===== config.mk =====
export PLATFORM = sky130hd
export DESIGN_NAME = exec_div_seq
export DESIGN_NICKNAME = d
export VERILOG_FILES = /design/src/rtl/exec_div_seq.sv
export SDC_FILE = /design/constraint.sdc
export NUM_CORES = 1
export LEC_CHECK = 0
export CORE_MARGIN = 2
export CORE_UTILIZATION = 30
export CTS_CLUSTER_DIAMETER = 100
export DETAILED_ROUTE_END_ITERATION = 6
export PLACE_DENSITY = 0.57
export SYNTH_ARGS = -nofsm -noshare
export SYNTH_HDL_FRONTEND = slang
export SYNTH_SLANG_ARGS = --single-unit

===== constraint.sdc =====
create_clock -name iClk -period 10 [get_ports iClk]
set_clock_uncertainty 0.05 [all_clocks]
set_input_delay 2 -clock iClk [delete_from_list [all_inputs] [get_ports iClk]]
set_output_delay 2 -clock iClk [all_outputs]
set_load 0.03 [all_outputs]

===== src/rtl/exec_div_seq.sv =====
// exec_div_seq: multi-cycle restoring DIV/IDIV sequencer, byte and word forms; define DIV_MINNEG_EN to accept the most-negative signed quotient
module exec_div_seq (
  input  logic        iClk,
  input  logic        iRst_n,
  input  logic        iStart,
  input  logic [3:0]  iFunc,
  input  logic [31:0] iDividend,
  input  logic [15:0] iDivisor,
  output logic        oBusy,
  output logic        oDone,
  output logic [15:0] oQuot,
  output logic [15:0] oRem,
  output logic        oDivErr
);
  typedef enum logic [2:0] {IDLE, PREP, ITER, FIX, DONE} state_t;
  state_t state_q, state_d;
  logic word_q, word_d, sgn_q, sgn_d, qneg_q, qneg_d, rneg_q, rneg_d, err_q, err_d;
  logic [15:0] hi_q, hi_d, lo_q, lo_d, dvs_q, dvs_d, quot_q, quot_d, rem_q, rem_d;
  logic [4:0] cnt_q, cnt_d;
  logic busy_q, busy_d, done_q, done_d, div_err_q, div_err_d;
  logic dvd_neg, dvs_neg, prep_err, ge, minneg_ok, fix_err;
  logic [31:0] dvd_mag;
  logic [15:0] dvs_mag, mag_hi, mag_lo, q_signed, r_signed;
  logic [16:0] trial;
  logic unused_func;
  assign unused_func = ^iFunc[3:2];
  // hi_q holds the partial remainder and lo_q the dividend bits still to shift in, which fill with quotient bits;
  // byte dividends are left-aligned in lo_q so both widths consume from bit 15
  always_comb begin
    dvd_neg  = sgn_q & (word_q ? hi_q[15] : lo_q[15]);
    dvs_neg  = sgn_q & (word_q ? dvs_q[15] : dvs_q[7]);
    dvd_mag  = word_q ? (dvd_neg ? -{hi_q, lo_q} : {hi_q, lo_q}) : {16'h0, dvd_neg ? -lo_q : lo_q};
    dvs_mag  = word_q ? (dvs_neg ? -dvs_q : dvs_q) : {8'h0, dvs_neg ? -dvs_q[7:0] : dvs_q[7:0]};
    mag_hi   = word_q ? dvd_mag[31:16] : {8'h0, dvd_mag[15:8]};
    mag_lo   = word_q ? dvd_mag[15:0] : {dvd_mag[7:0], 8'h0};
    prep_err = mag_hi >= dvs_mag;
    trial    = {hi_q, lo_q[15]};
    ge       = trial >= {1'b0, dvs_q};
`ifdef DIV_MINNEG_EN
    minneg_ok = qneg_q & (lo_q == (word_q ? 16'h8000 : 16'h0080));
`else
    minneg_ok = 1'b0;
`endif
    fix_err  = err_q | (sgn_q & (lo_q > (word_q ? 16'h7FFF : 16'h007F)) & ~minneg_ok);
    q_signed = qneg_q ? -lo_q : lo_q;
    r_signed = rneg_q ? -hi_q : hi_q;
  end
  // sequencer: next state, datapath updates and registered outputs; PREP errors pass through FIX so every error reports two cycles after start
  always_comb begin
    state_d = state_q;
    word_d = word_q;
    sgn_d = sgn_q;
    qneg_d = qneg_q;
    rneg_d = rneg_q;
    err_d = err_q;
    hi_d = hi_q;
    lo_d = lo_q;
    dvs_d = dvs_q;
    cnt_d = cnt_q;
    quot_d = quot_q;
    rem_d = rem_q;
    div_err_d = div_err_q;
    case (state_q)
      IDLE, DONE: begin
        state_d = iStart ? PREP : IDLE;
        if (iStart) begin
          word_d = iFunc[0];
          sgn_d = iFunc[1];
          hi_d = iDividend[31:16];
          lo_d = iDividend[15:0];
          dvs_d = iDivisor;
          err_d = 1'b0;
        end
      end
      PREP: begin
        hi_d = mag_hi;
        lo_d = mag_lo;
        dvs_d = dvs_mag;
        qneg_d = dvd_neg ^ dvs_neg;
        rneg_d = dvd_neg;
        err_d = prep_err;
        cnt_d = word_q ? 5'd16 : 5'd8;
        state_d = prep_err ? FIX : ITER;
      end
      ITER: begin
        hi_d = ge ? 16'(trial - {1'b0, dvs_q}) : trial[15:0];
        lo_d = {lo_q[14:0], ge};
        cnt_d = cnt_q - 5'd1;
        state_d = (cnt_q == 5'd1) ? FIX : ITER;
      end
      FIX: begin
        div_err_d = fix_err;
        quot_d = fix_err ? quot_q : (word_q ? q_signed : {8'h0, q_signed[7:0]});
        rem_d = fix_err ? rem_q : (word_q ? r_signed : {8'h0, r_signed[7:0]});
        state_d = DONE;
      end
      default: state_d = IDLE;
    endcase
    busy_d = state_d inside {PREP, ITER, FIX};
    done_d = state_d == DONE;
  end
  // state and output registers, cleared immediately by reset
  always_ff @(posedge iClk or negedge iRst_n) begin
    if (!iRst_n) begin
      state_q <= IDLE;
      word_q <= 1'b0;
      sgn_q <= 1'b0;
      qneg_q <= 1'b0;
      rneg_q <= 1'b0;
      err_q <= 1'b0;
      hi_q <= '0;
      lo_q <= '0;
      dvs_q <= '0;
      cnt_q <= '0;
      quot_q <= '0;
      rem_q <= '0;
      busy_q <= 1'b0;
      done_q <= 1'b0;
      div_err_q <= 1'b0;
    end else begin
      state_q <= state_d;
      word_q <= word_d;
      sgn_q <= sgn_d;
      qneg_q <= qneg_d;
      rneg_q <= rneg_d;
      err_q <= err_d;
      hi_q <= hi_d;
      lo_q <= lo_d;
      dvs_q <= dvs_d;
      cnt_q <= cnt_d;
      quot_q <= quot_d;
      rem_q <= rem_d;
      busy_q <= busy_d;
      done_q <= done_d;
      div_err_q <= div_err_d;
    end
  end
  assign oBusy = busy_q;
  assign oDone = done_q;
  assign oQuot = quot_q;
  assign oRem = rem_q;
  assign oDivErr = div_err_q;
endmodule


Yosys cells after proc, flatten, opt, wreduce, memory -nomap -nowiden
Cells that the tools add are included.
Widths: inputs -> output; s select.
{"block": "totals", "regBits": 96, "inputBits": 55}
{"block": "classes", "add_sub_neg": 7, "magnitude_cmp": 3, "eq_ne": 10, "mux": 30, "n_bitwise": 6, "reduce_logical": 10}
{"op": "$mux 16", "count": 13}
{"op": "$pmux 16 s3", "count": 2}
{"op": "$mux 32", "count": 2}
{"op": "$neg 16->16", "count": 3}
{"op": "$neg 32->32", "count": 1}
{"op": "$pmux 16 s2", "count": 1}
{"op": "$ge 17x16->1", "count": 1}
{"op": "$ge 16x16->1", "count": 1}
{"op": "$gt 16x15->1", "count": 1}
{"op": "$sub 16x16->16", "count": 1}
{"op": "$mux 15", "count": 1}
{"op": "$eq 3x2->1 const B", "count": 4}
{"op": "$pmux 3 s4", "count": 1}
{"op": "$pmux 5 s2", "count": 1}
{"op": "$mux 8", "count": 1}
{"op": "$neg 8->8", "count": 1}
{"op": "$reduce_and 2->1", "count": 4}
{"op": "$eq 3x1->1 const B", "count": 2}
{"op": "$eq 3x3->1 const B", "count": 2}
{"op": "$mux 1", "count": 6}
{"op": "$reduce_bool 3->1", "count": 2}
{"op": "$eq 5x1->1 const B", "count": 1}
{"op": "$mux 5", "count": 1}
{"op": "$sub 5x1->5 const B", "count": 1}
{"op": "9 further kinds", "count": 12}

Logic depth before layout (Yosys ltp)
Gate-level depths: netlist of run 1.
{"block": "logic_depth", "depth_word": 10, "ltp_mapped": 17, "depth_no_buf": 16}

Least setup slack after synthesis of run 1
Ideal clock, no wire load.
{"block": "synth_timing", "kind": "register -> register", "from": "register lo_q[6]", "to": "register state_q[0]", "t_arrival_ns": 3.578, "required_time_ns": 9.814, "path_slack_ns": 6.236, "path_stages_with_launch": 16, "n_path_buf": 2, "period_less_slack_ns": 3.764, "path_cell_list": "dfrtp_1 buf_6 or4_1 buf_2 nor3_2 nand2_1 o41ai_1 xnor2_1 nor2_1 ha_1 a21o_1 a21o_1 a2111oi_0 o21ai_0 a22oi_1 nand3_1"}
{"block": "synth_between", "elab_chain_len": 7, "word_cells_on_any_way": 9, "cone_classes": "2 x add/sub; 1 x order compare; 6 x mux"}
{"element": "from (decl)", "line_no": "18", "source": "logic [15:0] hi_q, hi_d, lo_q, lo_d, dvs_q, dvs_d, quot_q, quot_d, rem_q, rem_d;"}
{"element": "from (signal assigned)", "line_no": "128", "source": "lo_q <= lo_d;"}
{"element": "$neg 32->32 or $neg 16->16 (tied branches)", "line_no": "32", "source": "dvd_mag = word_q ? (dvd_neg ? -{hi_q, lo_q} : {hi_q, lo_q}) : {16'h0, dvd_neg ? -lo_q : lo_q};"}
{"element": "$mux 32 or $mux 16 (tied branches)", "line_no": "32"}
{"element": "$mux 32 *", "line_no": "32"}
{"element": "$mux 16 *", "line_no": "34", "source": "mag_hi = word_q ? dvd_mag[31:16] : {8'h0, dvd_mag[15:8]};"}
{"element": "$ge 16x16->1 *", "line_no": "36", "source": "prep_err = mag_hi >= dvs_mag;"}
{"element": "$mux 1 *", "line_no": "83", "source": "state_d = prep_err ? FIX : ITER;"}
{"element": "$pmux 3 s4 *", "line_no": "63", "source": "case (state_q)"}
{"element": "named net state_d[0]", "line_no": "16", "source": "state_t state_q, state_d;"}
{"element": "to (signal assigned)", "line_no": "121", "source": "state_q <= state_d;"}
{"element": "to (decl)", "line_no": "16"}
The timed path passes the listed nets; every way through them passes the cells marked *.
A chain may end at the register's enable or synchronous reset.

Worst setup path in the final report of run 1
{"block": "layout_timing", "from": "input iStart", "to": "register hi_q[13]"}
{"block": "layout_between", "elab_chain_len": 2}
{"element": "from (decl)", "line_no": "5", "source": "input logic iStart,"}
{"element": "$ne 2x2->1 (no line)"}
{"element": "$reduce_and 2->1 (no line)"}
{"element": "to (signal assigned)", "line_no": "127", "source": "hi_q <= hi_d;"}
{"element": "to (decl)", "line_no": "18"}
Every way passes these cells.

==> summary.txt, run 1 <==
Synthesis
  – Top cell types by occurrence after synthesis: 119 x sky130_fd_sc_hd__nand2_1, 96 x sky130_fd_sc_hd__dfrtp_1, 94 x sky130_fd_sc_hd__o21ai_0, 66 x sky130_fd_sc_hd__nor2_1, 60 x sky130_fd_sc_hd__a21oi_1
  – Fraction of synthesis flops using an asynchronous set or reset pin: 100%
  – Post-Syn Nets: 1045
  – Number of synthesized flops with an enable pin: 0
  – Most frequent cell after synthesis: sky130_fd_sc_hd__nand2_1
  – Post-synth top area share: 31.5%
  – Yosys warns: 0
  – Mapped Avg Cell Area: 8.08 um2
  – Post-Syn Instances: 943
  – Most instantiated flip-flop cell in the synthesis netlist: sky130_fd_sc_hd__dfrtp_1
  – Area contributors post-synth: sky130_fd_sc_hd__dfrtp_1 32%, sky130_fd_sc_hd__ha_1 7.6%, sky130_fd_sc_hd__o21ai_0 6.2%, sky130_fd_sc_hd__nand2_1 5.9%, sky130_fd_sc_hd__xnor2_1 5.9%
  – Unique cell type count in the Yosys netlist: 74
  – Number of register bits inferred by synthesis: 96
  – Cell taking the most area after synthesis: sky130_fd_sc_hd__dfrtp_1
  – Cell area after synthesis: 7620 um2
  – Seq/Total Area, Yosys: 31.5%

Final layout
  – Total Nets Final: 1090
  – Storage cell area: 2400 um2
  – Post-Layout Inst Area: 9110 um2
  – Utilization after layout: 36.4%
  – Number of diodes: 0
  – Area growth from synthesis to layout: 19.5%
  – Number of inserted filler cells in the final layout: 2597
  – Proportion of layout cells with a drive suffix above 1: 5.34%
  – Multi-input gate area in the final layout: 4820 um2

Timing
  – Final count of hold timing violations: 0
  – Final slew viol count: 0
  – Slew at the pin with the worst max-slew slack: 1.21 ns
  – Final Worst Setup Slack: 4.94 ns
  – # setup viols final: 0
  – Relative slew slack: 19.1%
  – Shortest clock period the worst path allows after layout: 5.06 ns
  – RSZ-0062 raised after global routing: false
  – Maximum frequency from static timing analysis: 198 MHz
  – Final critical-path share of the clock period: 50.6%
  – Aggregate negative setup slack: 0 ns

Clock tree
  – Inserted Clock Buffers: 9
  – Clk pin slew, worst setup/hold paths: 0.07 ns
  – H-tree depth: 3
  – Resize count post-CTS: 0
  – CTS tree: built
  – Number of buffers added to fix hold violations after cts: 0
  – Latest clock arrival within the worst-skew pair: 0.36 ns
  – Deepest clock path buffer count: 2
  – Setup repair bufs after CTS: 0
  – Clock Tree Root: sky130_fd_sc_hd__clkbuf_16
  – Number of sinks handled by clock tree synthesis: 96

Power and ir drop
  – Maximum ir drop on the vdd rail: 0.132 mV
  – P per Cell Area: 417 nW/um2
  – Leakage power summed over all cells: 3.65 nW
  – PnR Total Power: 3.80 mW

Critical path
  – CP endpoint kind: flip-flop
  – Critical Path Start Type: input pin
  – Crit path kind: input pin to flip-flop
  – Arrival time at the worst endpoint: 5.30 ns
  – CP Data Required Time: 10.24 ns
  – Biggest fanout along the worst timing path: 33

Global route
  – GRT Util Overall: 19.2%
  – Wire length of the first global-routing pass: 39700 um
  – Via count of the first global-routing pass: 6856
  – Grt ovf: 0
  – Number of antenna violations at the first check in global routing: 0
  – Largest net degree at the start of global routing: 66

Floorplan
  – I/O pins: 90
  – Core region area: 25000 um2
  – Die H: 163 um
  – X dimension of the die: 163 um
  – Std-Cell Rows: 58
  – Starting density of the core: 30.4%
  – Total die area: 26700 um2

Run status
  – Outcome: completed

Place
  – GPL Wtd Cong: 0.913
  – Placed wire-length estimate after detailed placement: 18400 um
  – Dpl cell area: 8740 um2
  – Post-place setup slack: 4.73 ns
  – Number of input and output port buffers inserted: 87

Drt
  – Routed WL: 25200 um
  – Routed WL per cell: 19.1 um
  – Detailed-route vias per instance: 5.47
  – Detailed-route via count: 7239
  – Routed Antenna Nets: 0
  – Starting DRC count in detailed routing: 673
  – Post-route DRC violation count: 0
  – Count of TritonRoute iterations in the first routing pass: 5

Run
  – Max Cap Viol: 0

Worst hold path
  – Class of the worst hold path: flip-flop to flip-flop
[placed cells by master, fill, tap and decap left out, types with 14 or more instances in the layout]
master / count
sky130_fd_sc_hd__mux2i_1: 19
sky130_fd_sc_hd__o21ai_0: 94
sky130_fd_sc_hd__clkdlybuf4s50_1: 86
sky130_fd_sc_hd__dfrtp_1: 96
sky130_fd_sc_hd__buf_4: 14
sky130_fd_sc_hd__nor2_1: 66
sky130_fd_sc_hd__xnor2_1: 51
sky130_fd_sc_hd__inv_1: 35
sky130_fd_sc_hd__xor2_1: 30
sky130_fd_sc_hd__nand2_1: 119
sky130_fd_sc_hd__o211ai_1: 14
sky130_fd_sc_hd__a22oi_1: 14
sky130_fd_sc_hd__a21oi_1: 60
sky130_fd_sc_hd__o31ai_1: 24
sky130_fd_sc_hd__nand3_1: 25
sky130_fd_sc_hd__ha_1: 46
[worst paths after layout]
check / to / cells after the start / slack, ns / startpoint
worst max-delay path: hi_q[13] / 9 / 4.94 / iStart
worst min-delay path: oQuot[12] / 2 / 0.43 / oQuot[12]
worst max register to register: state_q[0] / 13 / 5.38 / lo_q[7]
worst min register to register: oQuot[12] / 2 / 0.43 / oQuot[12]
max in group asynchronous: hi_q[15] / 2 / 7.16 / iRst_n
min in group asynchronous: oQuot[6] / 1 / 1.62 / iRst_n
[registers in the layout, summed over array words and instances (netlist names)]
signal   count
oRem        16
oDivErr      1
err_q        1
state_q      3
oQuot       16
qneg_q       1
oBusy        1
hi_q        16
dvs_q       16
lo_q        16
word_q       1
rneg_q       1
oDone        1
sgn_q        1
cnt_q        5
[area by class of cell]
type / count / area share (%)
Clock buffer: 10 / 2.62
Clock inverter: 6 / 1.43
Inverter: 37 / 1.52
Multi-Input combinational cell: 744 / 52.9
Sequential cell: 96 / 26.4
Tap cell: 330 / 4.53
Timing Repair Buffer: 100 / 10.6
[routing by layer]
layer | vias up | GRT usage [%] | part of all wire [%]
met5 | - | 0 | 0
met4 | 0 | 7.64 | 2.9
met3 | 45 | 2.67 | 5.7
met2 | 259 | 29.5 | 45
met1 | 3460 | 27.3 | 47
li1 | 3475 | - | -
[report_power, final]
group / switching (mW) / internal [mW] / total [mW]
Combinational: 1.49 / 1.00 / 2.49
Clock: 0.163 / 0.276 / 0.439
Sequential: 0.298 / 0.570 / 0.868
[per-stage QoR]
stage / hold slack, ns / std cells
after global routing: 0.455 / 1323
after global placement: 0.410 / 1307
final: 0.426 / 1323
after floorplan: 0.398 / 943
after detailed placement: 0.416 / 1307
after CTS: 0.433 / 1323
[kinds of logic (layout without fill, tap and decap cells)]
group / count (synthesis) / in the layout / synth area share, %
AO/OA/AOI/OAI: 293 / 293 / 24.3
AND/OR/NAND/NOR: 302 / 302 / 19.0
flip-flops: 96 / 96 / 31.5
XOR/XNOR: 81 / 81 / 9.31
adder cells (fa/ha/maj): 47 / 47 / 7.81
buffers and inverters: 103 / 153 / 5.25
multiplexers: 21 / 21 / 2.79
[critical path, stage by stage]
cell	delay [ns]
sky130_fd_sc_hd__clkdlybuf4s50_1	0.43
sky130_fd_sc_hd__and2_1	0.15
sky130_fd_sc_hd__buf_4	0.25
sky130_fd_sc_hd__nor2_1	0.70
sky130_fd_sc_hd__clkinv_1	0.97
sky130_fd_sc_hd__o21ai_0	0.40
sky130_fd_sc_hd__a22oi_1	0.12
sky130_fd_sc_hd__o21ai_1	0.11
sky130_fd_sc_hd__a311o_1	0.14
Power figures use the tool's default switching activity.
==> run 2: changes to the inputs <==
--- a/config.mk
+++ b/config.mk
@@ -9,7 +9,7 @@
 export CORE_UTILIZATION = 30
 export CTS_CLUSTER_DIAMETER = 100
 export DETAILED_ROUTE_END_ITERATION = 6
-export PLACE_DENSITY = 0.57
+export PLACE_DENSITY = 0.59
 export SYNTH_ARGS = -nofsm -noshare
 export SYNTH_HDL_FRONTEND = slang
 export SYNTH_SLANG_ARGS = --single-unit
==> constraint.sdc (replaced) <==
create_clock -name iClk -period 4.4 [get_ports iClk]
set_clock_uncertainty 0.05 [all_clocks]
set_input_delay 0.88 -clock iClk [delete_from_list [all_inputs] [get_ports iClk]]
set_output_delay 0.88 -clock iClk [all_outputs]
set_load 0.03 [all_outputs]
==> run 2 against run 1 <==
Combinational power grew 150%. Non-clock buffer count grew 40. Sequential power grew 100%.
==> summary.txt, run 2 (synthesis results as in run 1) <==
Global route
  – Wire length of the first global-routing pass: 40900 um (+2.9%)
  – GRT Util Overall: 19.9% (+0.66 points)
  – Grt ovf: 0 (unchanged)
  – Via count of the first global-routing pass: 7289 (+6.3%)
  – Largest net degree at the start of global routing: 66 (unchanged)
  – Number of antenna violations at the first check in global routing: 0 (unchanged)

Floorplan
  – Total die area: 26700 um2 (unchanged)
  – Std-Cell Rows: 58 (unchanged)
  – X dimension of the die: 163 um (unchanged)
  – Core region area: 25000 um2 (unchanged)
  – I/O pins: 90 (unchanged)
  – Starting density of the core: 30.4% (unchanged)
  – Die H: 163 um (unchanged)

Timing
  – Final Worst Setup Slack: 0.296 ns (-4.65 ns)
  – Shortest clock period the worst path allows after layout: 4.10 ns
  – Relative slew slack: 27.4% (+8.2 points)
  – Final slew viol count: 0 (unchanged)
  – Aggregate negative setup slack: 0 ns (unchanged)
  – Final count of hold timing violations: 0 (unchanged)
  – Final critical-path share of the clock period: 93.3%
  – RSZ-0062 raised after global routing: false
  – Slew at the pin with the worst max-slew slack: 1.09 ns (-0.119 ns)
  – Maximum frequency from static timing analysis: 244 MHz
  – # setup viols final: 0 (unchanged)

Drt
  – Detailed-route via count: 7491 (+3.5%)
  – Detailed-route vias per instance: 5.50 (+0.44%)
  – Routed Antenna Nets: 0 (unchanged)
  – Routed WL per cell: 19.0 um (-0.29%)
  – Routed WL: 25900 um (+2.7%)
  – Post-route DRC violation count: 0 (unchanged)
  – Starting DRC count in detailed routing: 692 (+2.8%)
  – Count of TritonRoute iterations in the first routing pass: 5 (unchanged)

Final layout
  – Total Nets Final: 1130 (+3.7%)
  – Number of inserted filler cells in the final layout: 2606 (+0.35%)
  – Most frequent cells in the layout: 119 x sky130_fd_sc_hd__nand2_1, 96 x sky130_fd_sc_hd__dfrtp_1, 94 x sky130_fd_sc_hd__o21ai_0
  – Area growth from synthesis to layout: 22.6%
  – Proportion of layout cells with a drive suffix above 1: 8.91% (+3.6 points)
  – Number of diodes: 0 (unchanged)
  – Most common cell after layout, fill and taps aside: sky130_fd_sc_hd__nand2_1
  – Utilization after layout: 37.3% (+0.94 points)
  – Post-Layout Inst Area: 9350 um2 (+2.6%)

Power and ir drop
  – Leakage power summed over all cells: 3.81 nW (+4.1%)
  – Maximum ir drop on the vdd rail: 0.292 mV (+120%)
  – P per Cell Area: 940 nW/um2 (+130%)

Critical path
  – CP max stage delay: 0.67 ns (-0.30 ns)
  – Worst path top cell family by delay: compound AO/OA/AOI/OAI gates
  – CP endpoint kind: flip-flop
  – Biggest fanout along the worst timing path: 5 (-85%)
  – Most prevalent standard cell on the critical path: sky130_fd_sc_hd__a21o_1
  – Crit path kind: flip-flop to flip-flop
  – CP Data Required Time: 4.58 ns (-5.66 ns)
  – Buf+Inv Stages, Crit Path: 1 (-2)
  – Arrival time at the worst endpoint: 4.28 ns (-1.02 ns)
  – Slack of the worst reg-to-reg path: 0.30 ns (-5.08 ns)
  – Cell-by-cell trace of the critical path: or4_1, nor3_2, nand2_1, o41ai_1, buf_4, xnor2_1, nor2_1, ha_1, a21o_1, a21o_1, a2111oi_0, o21ai_0, a22oi_2, nand3_1
  – Critical Path Start Type: flip-flop
  – Slowest cell on crit path: sky130_fd_sc_hd__or4_1

Clock tree
  – H-tree depth: 3 (unchanged)
  – Latest clock arrival within the worst-skew pair: 0.36 ns (about the same)
  – Setup repair bufs after CTS: 0 (unchanged)
  – Deepest clock path buffer count: 2 (unchanged)
  – Inserted Clock Buffers: 9 (unchanged)
  – Clock Tree Root: sky130_fd_sc_hd__clkbuf_16
  – CTS tree: built
  – Clk pin slew, worst setup/hold paths: 0.07 ns (about the same)
  – Number of sinks handled by clock tree synthesis: 96 (unchanged)

Place
  – Number of input and output port buffers inserted: 87 (unchanged)
  – Dpl cell area: 9040 um2 (+3.4%)
  – Placed wire-length estimate after detailed placement: 19600 um (+6.3%)
  – Post-place setup slack: 0.292 ns (-4.44 ns)
  – GPL Wtd Cong: 0.930 (+1.9%)

Run
  – Max Cap Viol: 0 (unchanged)

Worst hold path
  – Class of the worst hold path: input pin to async pin

Run status
  – Outcome: completed
[run 2: changes by cell type in the layout (fill, tap and decap cells not counted), sizes merged]
cell / before / now
buf: 14 / 54
bufinv: 4 / 1
clkbuf: 10 / 12
clkinv: 3 / 2
clkinvlp: 0 / 2
[run 2: cell type report]
class	count	area [um2]	area share (%)
clock buffer	12	246	2.64
inverter	37	139	1.49
timing repair buffer	140	1270	13.5
tap	330	413	4.42
sequential	96	2400	25.7
multi-input combinational	744	4830	51.6
clock inverter	4	53.8	0.576
[run 2: per-stage QoR]
step           power, mW  cells  hold WS (ns)
2_1_floorplan       5.90    943         0.398
3_3_place_gp        7.77   1347         0.410
3_5_place_dp        7.86   1347         0.415
4_1_cts             8.72   1363         0.431
5_1_grt             9.54   1363         0.446
6_report            8.79   1363         0.424
[run 2: final timing paths]
kind,from,endpoint,cells past startpoint
setup reg to reg,lo_q[7],state_q[0],14
min in group iClk,oRem[9],oRem[9],2
hold reg to reg,oRem[9],oRem[9],2
hold / removal,iRst_n,oQuot[3],1
setup / recovery,lo_q[7],state_q[0],14
max in group asynchronous,iRst_n,sgn_q,2
[run 2: power breakdown]
group	internal (mW)	switching, mW	total, mW
sequential	1.30	0.448	1.75
clock	0.458	0.363	0.821
combinational	2.48	3.74	6.22
total	4.24	4.55	8.79
[run 2: layer usage]
layer	up-vias	global-route usage [%]	share of wire [%]
li1	3565	-	-
met1	3569	26.6	44
met2	302	30.9	45
met3	55	4.04	7.4
met4	0	8.97	3.4
met5	-	0	0
[run 2: timing repair]
item                                    CTS  global route
endpoints found under the setup margin    0             2
hold buffers                              0             0
resized for setup                         0             1
==> run 3: changes to the inputs <==
--- a/config.mk
+++ b/config.mk
@@ -10,6 +10,7 @@
 export CTS_CLUSTER_DIAMETER = 100
 export DETAILED_ROUTE_END_ITERATION = 6
 export PLACE_DENSITY = 0.59
+export SLEW_MARGIN = 20
 export SYNTH_ARGS = -nofsm -noshare
 export SYNTH_HDL_FRONTEND = slang
 export SYNTH_SLANG_ARGS = --single-unit
==> run 3 against run 2 <==
Non-clock buffer count is 1 higher. Via count fell by 0.15%. Largest cell class unchanged. Highest routed layer unchanged. Clock power about the same.
==> summary.txt, run 3 (synthesis results as in run 1) <==
Place
  – Number of input and output port buffers inserted: 87 (unchanged)
  – Placed wire-length estimate after detailed placement: 19600 um (unchanged)
  – GPL Wtd Cong: 0.930 (unchanged)
  – Post-place setup slack: 0.292 ns (unchanged)

Clock tree
  – Clk pin slew, worst setup/hold paths: 0.07 ns (about the same)
  – Resize count post-CTS: 0 (unchanged)
  – Latest clock arrival within the worst-skew pair: 0.36 ns (about the same)
  – CTS tree: built
  – Number of sinks handled by clock tree synthesis: 96 (unchanged)
  – Number of buffers added to fix hold violations after cts: 0 (unchanged)
  – Deepest clock path buffer count: 2 (unchanged)
  – Inserted Clock Buffers: 9 (unchanged)
  – Clock Tree Root: sky130_fd_sc_hd__clkbuf_16
  – Setup repair bufs after CTS: 0 (unchanged)
  – H-tree depth: 3 (unchanged)

Power and ir drop
  – Maximum ir drop on the vdd rail: 0.290 mV (-0.55%)
  – P per Cell Area: 939 nW/um2 (-0.14%)
  – Leakage power summed over all cells: 3.82 nW (+0.28%)

Global route
  – Wire length of the first global-routing pass: 40900 um (unchanged)
  – Grt ovf: 0 (unchanged)
  – Via count of the first global-routing pass: 7289 (unchanged)
  – Number of antenna violations at the first check in global routing: 0 (unchanged)
  – GRT Util Overall: 19.9% (unchanged)
  – Largest net degree at the start of global routing: 66 (unchanged)

Drt
  – Starting DRC count in detailed routing: 663 (-4.2%)
  – Count of TritonRoute iterations in the first routing pass: 6 (+1)
  – Detailed-route via count: 7480 (-0.15%)
  – Detailed-route vias per instance: 5.48 (-0.22%)
  – Routed Antenna Nets: 0 (unchanged)
  – Routed WL: 26000 um (+0.10%)
  – Routed WL per cell: 19.0 um (about the same)
  – Post-route DRC violation count: 0 (unchanged)

Critical path
  – CP endpoint kind: flip-flop
  – CP Data Required Time: 4.58 ns (about the same)
  – Most prevalent standard cell on the critical path: sky130_fd_sc_hd__a21o_1
  – CP max stage delay: 0.67 ns (about the same)
  – Critical Path Start Type: flip-flop
  – Crit path kind: flip-flop to flip-flop
  – Biggest fanout along the worst timing path: 5 (unchanged)
  – Slowest cell on crit path: sky130_fd_sc_hd__or4_1
  – Slack of the worst reg-to-reg path: 0.30 ns (about the same)
  – Cell-by-cell trace of the critical path: or4_1, nor3_2, nand2_1, o41ai_1, buf_4, xnor2_1, nor2_1, ha_1, a21o_1, a21o_1, a2111oi_0, o21ai_0, a22oi_2, nand3_1
  – Arrival time at the worst endpoint: 4.28 ns (about the same)

Run status
  – Outcome: completed

Final layout
  – Multi-input gate area in the final layout: 4830 um2 (unchanged)
  – Utilization after layout: 37.4% (+0.080 points)
  – Number of diodes: 0 (unchanged)
  – Most common cell after layout, fill and taps aside: sky130_fd_sc_hd__nand2_1
  – Area growth from synthesis to layout: 22.9%
  – Total Nets Final: 1131 (+0.088%)
  – Proportion of layout cells with a drive suffix above 1: 8.99% (+0.088 points)
  – Storage cell area: 2400 um2 (unchanged)
  – Most frequent cells in the layout: 119 x sky130_fd_sc_hd__nand2_1, 96 x sky130_fd_sc_hd__dfrtp_1, 94 x sky130_fd_sc_hd__o21ai_0
  – Number of inserted filler cells in the final layout: 2604 (-0.077%)

Timing
  – Final count of hold timing violations: 0 (unchanged)
  – Shortest clock period the worst path allows after layout: 4.10 ns (-0.00280 ns)
  – Maximum frequency from static timing analysis: 244 MHz (about the same)
  – Relative slew slack: 48.1% (+21 points)
  – Final critical-path share of the clock period: 93.2% (about the same)
  – # setup viols final: 0 (unchanged)
  – RSZ-0062 raised after global routing: false
  – Aggregate negative setup slack: 0 ns (unchanged)
  – Final slew viol count: 0 (unchanged)
  – Slew at the pin with the worst max-slew slack: 0.776 ns (-0.313 ns)
  – Final Worst Setup Slack: 0.299 ns (+0.00280 ns)

Floorplan
  – Std-Cell Rows: 58 (unchanged)
  – X dimension of the die: 163 um (unchanged)
  – Total die area: 26700 um2 (unchanged)
  – Die H: 163 um (unchanged)
  – Starting density of the core: 30.4% (unchanged)
  – Core region area: 25000 um2 (unchanged)
  – I/O pins: 90 (unchanged)

Run
  – Max Cap Viol: 0 (unchanged)

Worst hold path
  – Class of the worst hold path: flip-flop to flip-flop
-- run 3: changes by cell type in the layout (fill, tap and decap cells not counted), sizes merged --
cell,previous run,this run
buf,54,55
-- run 3: layout make-up --
class | count | area share [%]
multi-input cells | 744 | 51.5
flip-flops and latches | 96 | 25.6
repair buffers | 141 | 13.7
well taps | 330 | 4.41
clock buffers | 12 | 2.63
inverters | 37 | 1.48
clock inverters | 4 | 0.574
-- run 3: metal layers --
layer	track usage [%]	vias to the layer above	part of all wire, %
li1	-	3569	-
met1	26.6	3570	45
met2	30.9	282	45
met3	4.04	59	7.0
met4	8.97	0	3.5
met5	0	-	0
-- run 3: worst paths after layout --
check,endpoint,from,depth (start not counted)
worst max-delay path,state_q[0],lo_q[7],14
worst min-delay path,oQuot[13],oQuot[13],2
worst max register to register,state_q[0],lo_q[7],14
worst min register to register,oQuot[13],oQuot[13],2
max in group asynchronous,sgn_q,iRst_n,2
min in group asynchronous,oQuot[3],iRst_n,1
-- run 3: power breakdown --
group | switching (mW) | total, mW | internal, mW
registers | 0.448 | 1.75 | 1.30
clock network | 0.365 | 0.823 | 0.458
logic | 3.73 | 6.22 | 2.49
total | 4.54 | 8.79 | 4.25
-- run 3: worst max-delay path, delay by kind of cell, from the launching register on --
kind	cells	cell delay, ns
XOR/XNOR	1	0.11
adder cells (fa/ha/maj)	1	0.34
AND/OR/NAND/NOR	5	1.23
flip-flops	1	0.45
buffers and inverters	1	0.18
AO/OA/AOI/OAI	6	1.61
-- run 3: metrics by stage --
stage	power, mW	std cells	hold slack, ns	area, um2
floorplan	5.90	943	0.398	7620
global placement	7.77	1347	0.410	9040
detailed placement	7.86	1347	0.415	9040
CTS	8.72	1363	0.431	9340
global route	9.55	1364	0.446	9370
finish	8.79	1364	0.425	9370
==> RTL change: new RTL, config.mk and constraints of run 1 <==
`lo_q` no longer has a reset.
--- a/src/rtl/exec_div_seq.sv
+++ b/src/rtl/exec_div_seq.sv
@@ -109,7 +109,6 @@
       rneg_q <= 1'b0;
       err_q <= 1'b0;
       hi_q <= '0;
-      lo_q <= '0;
       dvs_q <= '0;
       cnt_q <= '0;
       quot_q <= '0;
@@ -125,7 +124,6 @@
       rneg_q <= rneg_d;
       err_q <= err_d;
       hi_q <= hi_d;
-      lo_q <= lo_d;
       dvs_q <= dvs_d;
       cnt_q <= cnt_d;
       quot_q <= quot_d;
@@ -135,6 +133,10 @@
       div_err_q <= div_err_d;
     end
   end
+
+  always_ff @(posedge iClk) begin
+    lo_q <= lo_d;
+  end
   assign oBusy = busy_q;
   assign oDone = done_q;
   assign oQuot = quot_q;
Behaviour: same outputs for any inputs over 10 cycles, from zero or initial values and one cycle with iRst_n low; that may be too few to reach the edited logic, so the function may still have changed.
==> RTL change against run 1 <==
- final area is 3.1% lower
- first-iteration DRC count is 22% lower
- power is 3.2% lower
- wire length is 7.2% lower
- combinational power is 3% lower
- global-route usage is 1.1 points lower
- sequential cell count stayed put
- setup slack better by 0.23 ns
- area after synthesis is 2.6% lower
- critical endpoint is now state_q[0]
==> RTL change: results (changes against run 1) <==
### Global routing
• Tot GR Track Use: 0.182, -0.0110
• first-pass GRT wire length: 37100 um, -6.6%
• via count of the first global-routing pass: 6565, -4.2%
• antenna violations before repair: 1, +1
• maximum number of pins on one net before global-route repair: 66, unchanged

### Detailed routing
• post-detailed-routing wire length: 23400 um, -7.2%
• router iterations before antenna repair: 5, unchanged
• count of vias placed by the detailed router: 6753, -6.7%
• DRC marker count from the first detailed-route iteration: 525, -22%

### STA
• hold violation total from the final report: 0, unchanged
• slew of the pin with the lowest slew margin: 1.06 ns, -0.149 ns

### Setup path
• WP data arrival: 5.01 ns, -0.29 ns
• maximum fanout count along the critical path: 9, -73%
• delay of the slowest cell on the worst path: 0.67 ns, -0.30 ns
• gate family responsible for the most delay along the worst path: simple AND/OR/NAND/NOR gates
• library cell contributing the largest single delay on the critical path: sky130_fd_sc_hd__or4_4

### Synth
• leading cell types by total area after synthesis: sky130_fd_sc_hd__dfrtp_1, sky130_fd_sc_hd__ha_1, sky130_fd_sc_hd__edfxtp_1, sky130_fd_sc_hd__o21ai_0, sky130_fd_sc_hd__nand2_1
• net count of the mapped netlist: 989, -5.4%
• EDFF count, synth: 16, +16
• synth unique cells: 64, -14%
• Synth top cells by count: sky130_fd_sc_hd__nand2_1, sky130_fd_sc_hd__o21ai_0, sky130_fd_sc_hd__dfrtp_1, sky130_fd_sc_hd__nor2_1, sky130_fd_sc_hd__clkbuf_1
• dominant synthesized flop cell: sky130_fd_sc_hd__dfrtp_1
• FFs w/ async S/R, synth: 0.833, -0.167
• sequential element share of the synthesized area: 0.334, +0.0191
• number of warnings printed during yosys synthesis: 0, unchanged
• gate count of the mapped netlist: 887, -5.9%

### Worst hold path
• worst hold path type: reg2reg

### Power and ir drop
• Max rail drop VDD: 0.125 mV, -5.8%
• total leakage power: 0.00358 uW, -2.1%
• PD cells: 417 mW/mm^2, about the same

### Clocking
• latest clock arrival within the worst-skew pair: 0.36 ns, about the same
• total setup buffers inserted after CTS: 0, unchanged
• Max Buffers Root-to-Sink: 2, unchanged
• Resize count post-CTS: 0, unchanged
• clock buffers created by TritonCTS: 9, unchanged
• maximum level of the CTS H-tree: 3, unchanged

### Placement
• post-detail-place hpwl: 17600 um, -4.6%
• area of placed instances: 0.00854 sq mm, -2.3%
• Post-Place Cells: 1246, -4.7%
• Final GP Congestion: 0.869, -4.8%

### Cells and area
• share of cells above drive strength 1: 0.0458, -0.00753
• Layout Cells excl Fill: 1263, -4.5%
• final net count: 1035, -5.0%
• fill cell instance count of the final layout: 2484, -4.4%

### Run status
• status: finished, final reports clean

## RTL change: changes by cell type after synthesis, moves of 5 or more
cell	run 1	this run
sky130_fd_sc_hd__a21oi_1	60	45
sky130_fd_sc_hd__xor2_1	30	42
sky130_fd_sc_hd__a31oi_1	12	5
sky130_fd_sc_hd__edfxtp_1	0	16
sky130_fd_sc_hd__nand3_1	25	12
sky130_fd_sc_hd__nand2b_1	12	7
sky130_fd_sc_hd__a22oi_1	14	24
sky130_fd_sc_hd__o211ai_1	14	1
sky130_fd_sc_hd__xnor2_1	51	41
sky130_fd_sc_hd__dfrtp_1	96	80
sky130_fd_sc_hd__nand2_1	119	113
## RTL change: area by class of cell
type / count / share of cell area
diodes: 1 / 0.000284
clock buffers: 10 / 0.0260
clock inverters: 6 / 0.00581
inverters: 31 / 0.0132
multi-input cells: 698 / 0.521
flip-flops and latches: 96 / 0.281
well taps: 324 / 0.0459
repair buffers: 97 / 0.107
## RTL change: path summary, 6_finish.rpt
kind / start / endpoint / slack, ns / cells after the start
worst max-delay path: lo_q[2] / state_q[0] / 5.17 / 14
worst min-delay path: oRem[13] / oRem[13] / 0.43 / 2
worst max register to register: lo_q[2] / state_q[0] / 5.17 / 14
worst min register to register: oRem[13] / oRem[13] / 0.43 / 2
max in group asynchronous: iRst_n / word_q / 7.34 / 2
min in group asynchronous: iRst_n / oRem[9] / 1.53 / 1
## RTL change: cell families (layout without fill, tap and decap cells)
group                      Yosys count  count (layout)  share of synthesized area
AOI/OAI and AO/OA                  273             273                      0.239
and+or+nand+nor                    272             272                      0.168
DFF                                 96              96                      0.334
buffers and inverters               93             144                     0.0487
xor gates and xnor gates            83              83                     0.0979
adders and majority gates           47              47                     0.0802
muxes                               23              23                     0.0315
other                                0               1                          0
## RTL change: metrics by stage
stage	hold slack [ns]	setup slack, ns
5_1_grt	0.472	4.93
3_5_place_dp	0.419	5.26
2_1_floorplan	0.397	5.89
4_1_cts	0.435	5.22
3_3_place_gp	0.412	5.29
6_report	0.427	5.17
## RTL change: worst min-delay path: stages (launching register included)
cell and delay [ns]:
sky130_fd_sc_hd__dfrtp_1 0.34, sky130_fd_sc_hd__nand2_1 0.05, sky130_fd_sc_hd__o31ai_1 0.05
## RTL change: where the power goes
group	total [uW]	internal [uW]	switching (uW)	leakage, uW
Clock	342	173	169	0.000136
Sequential	916	614	301	0.00117
Combinational	2420	983	1440	0.00227
Total	3680	1770	1910	0.00358
## RTL change: layer usage
metal  GRT usage  routed length, um  vias to the layer above
met5           0                  0                        -
met4      0.0430                467                        0
met3      0.0365               1510                       37
met2       0.277              10100                      229
met1       0.264              11300                     3183
li1            -                  -                     3304
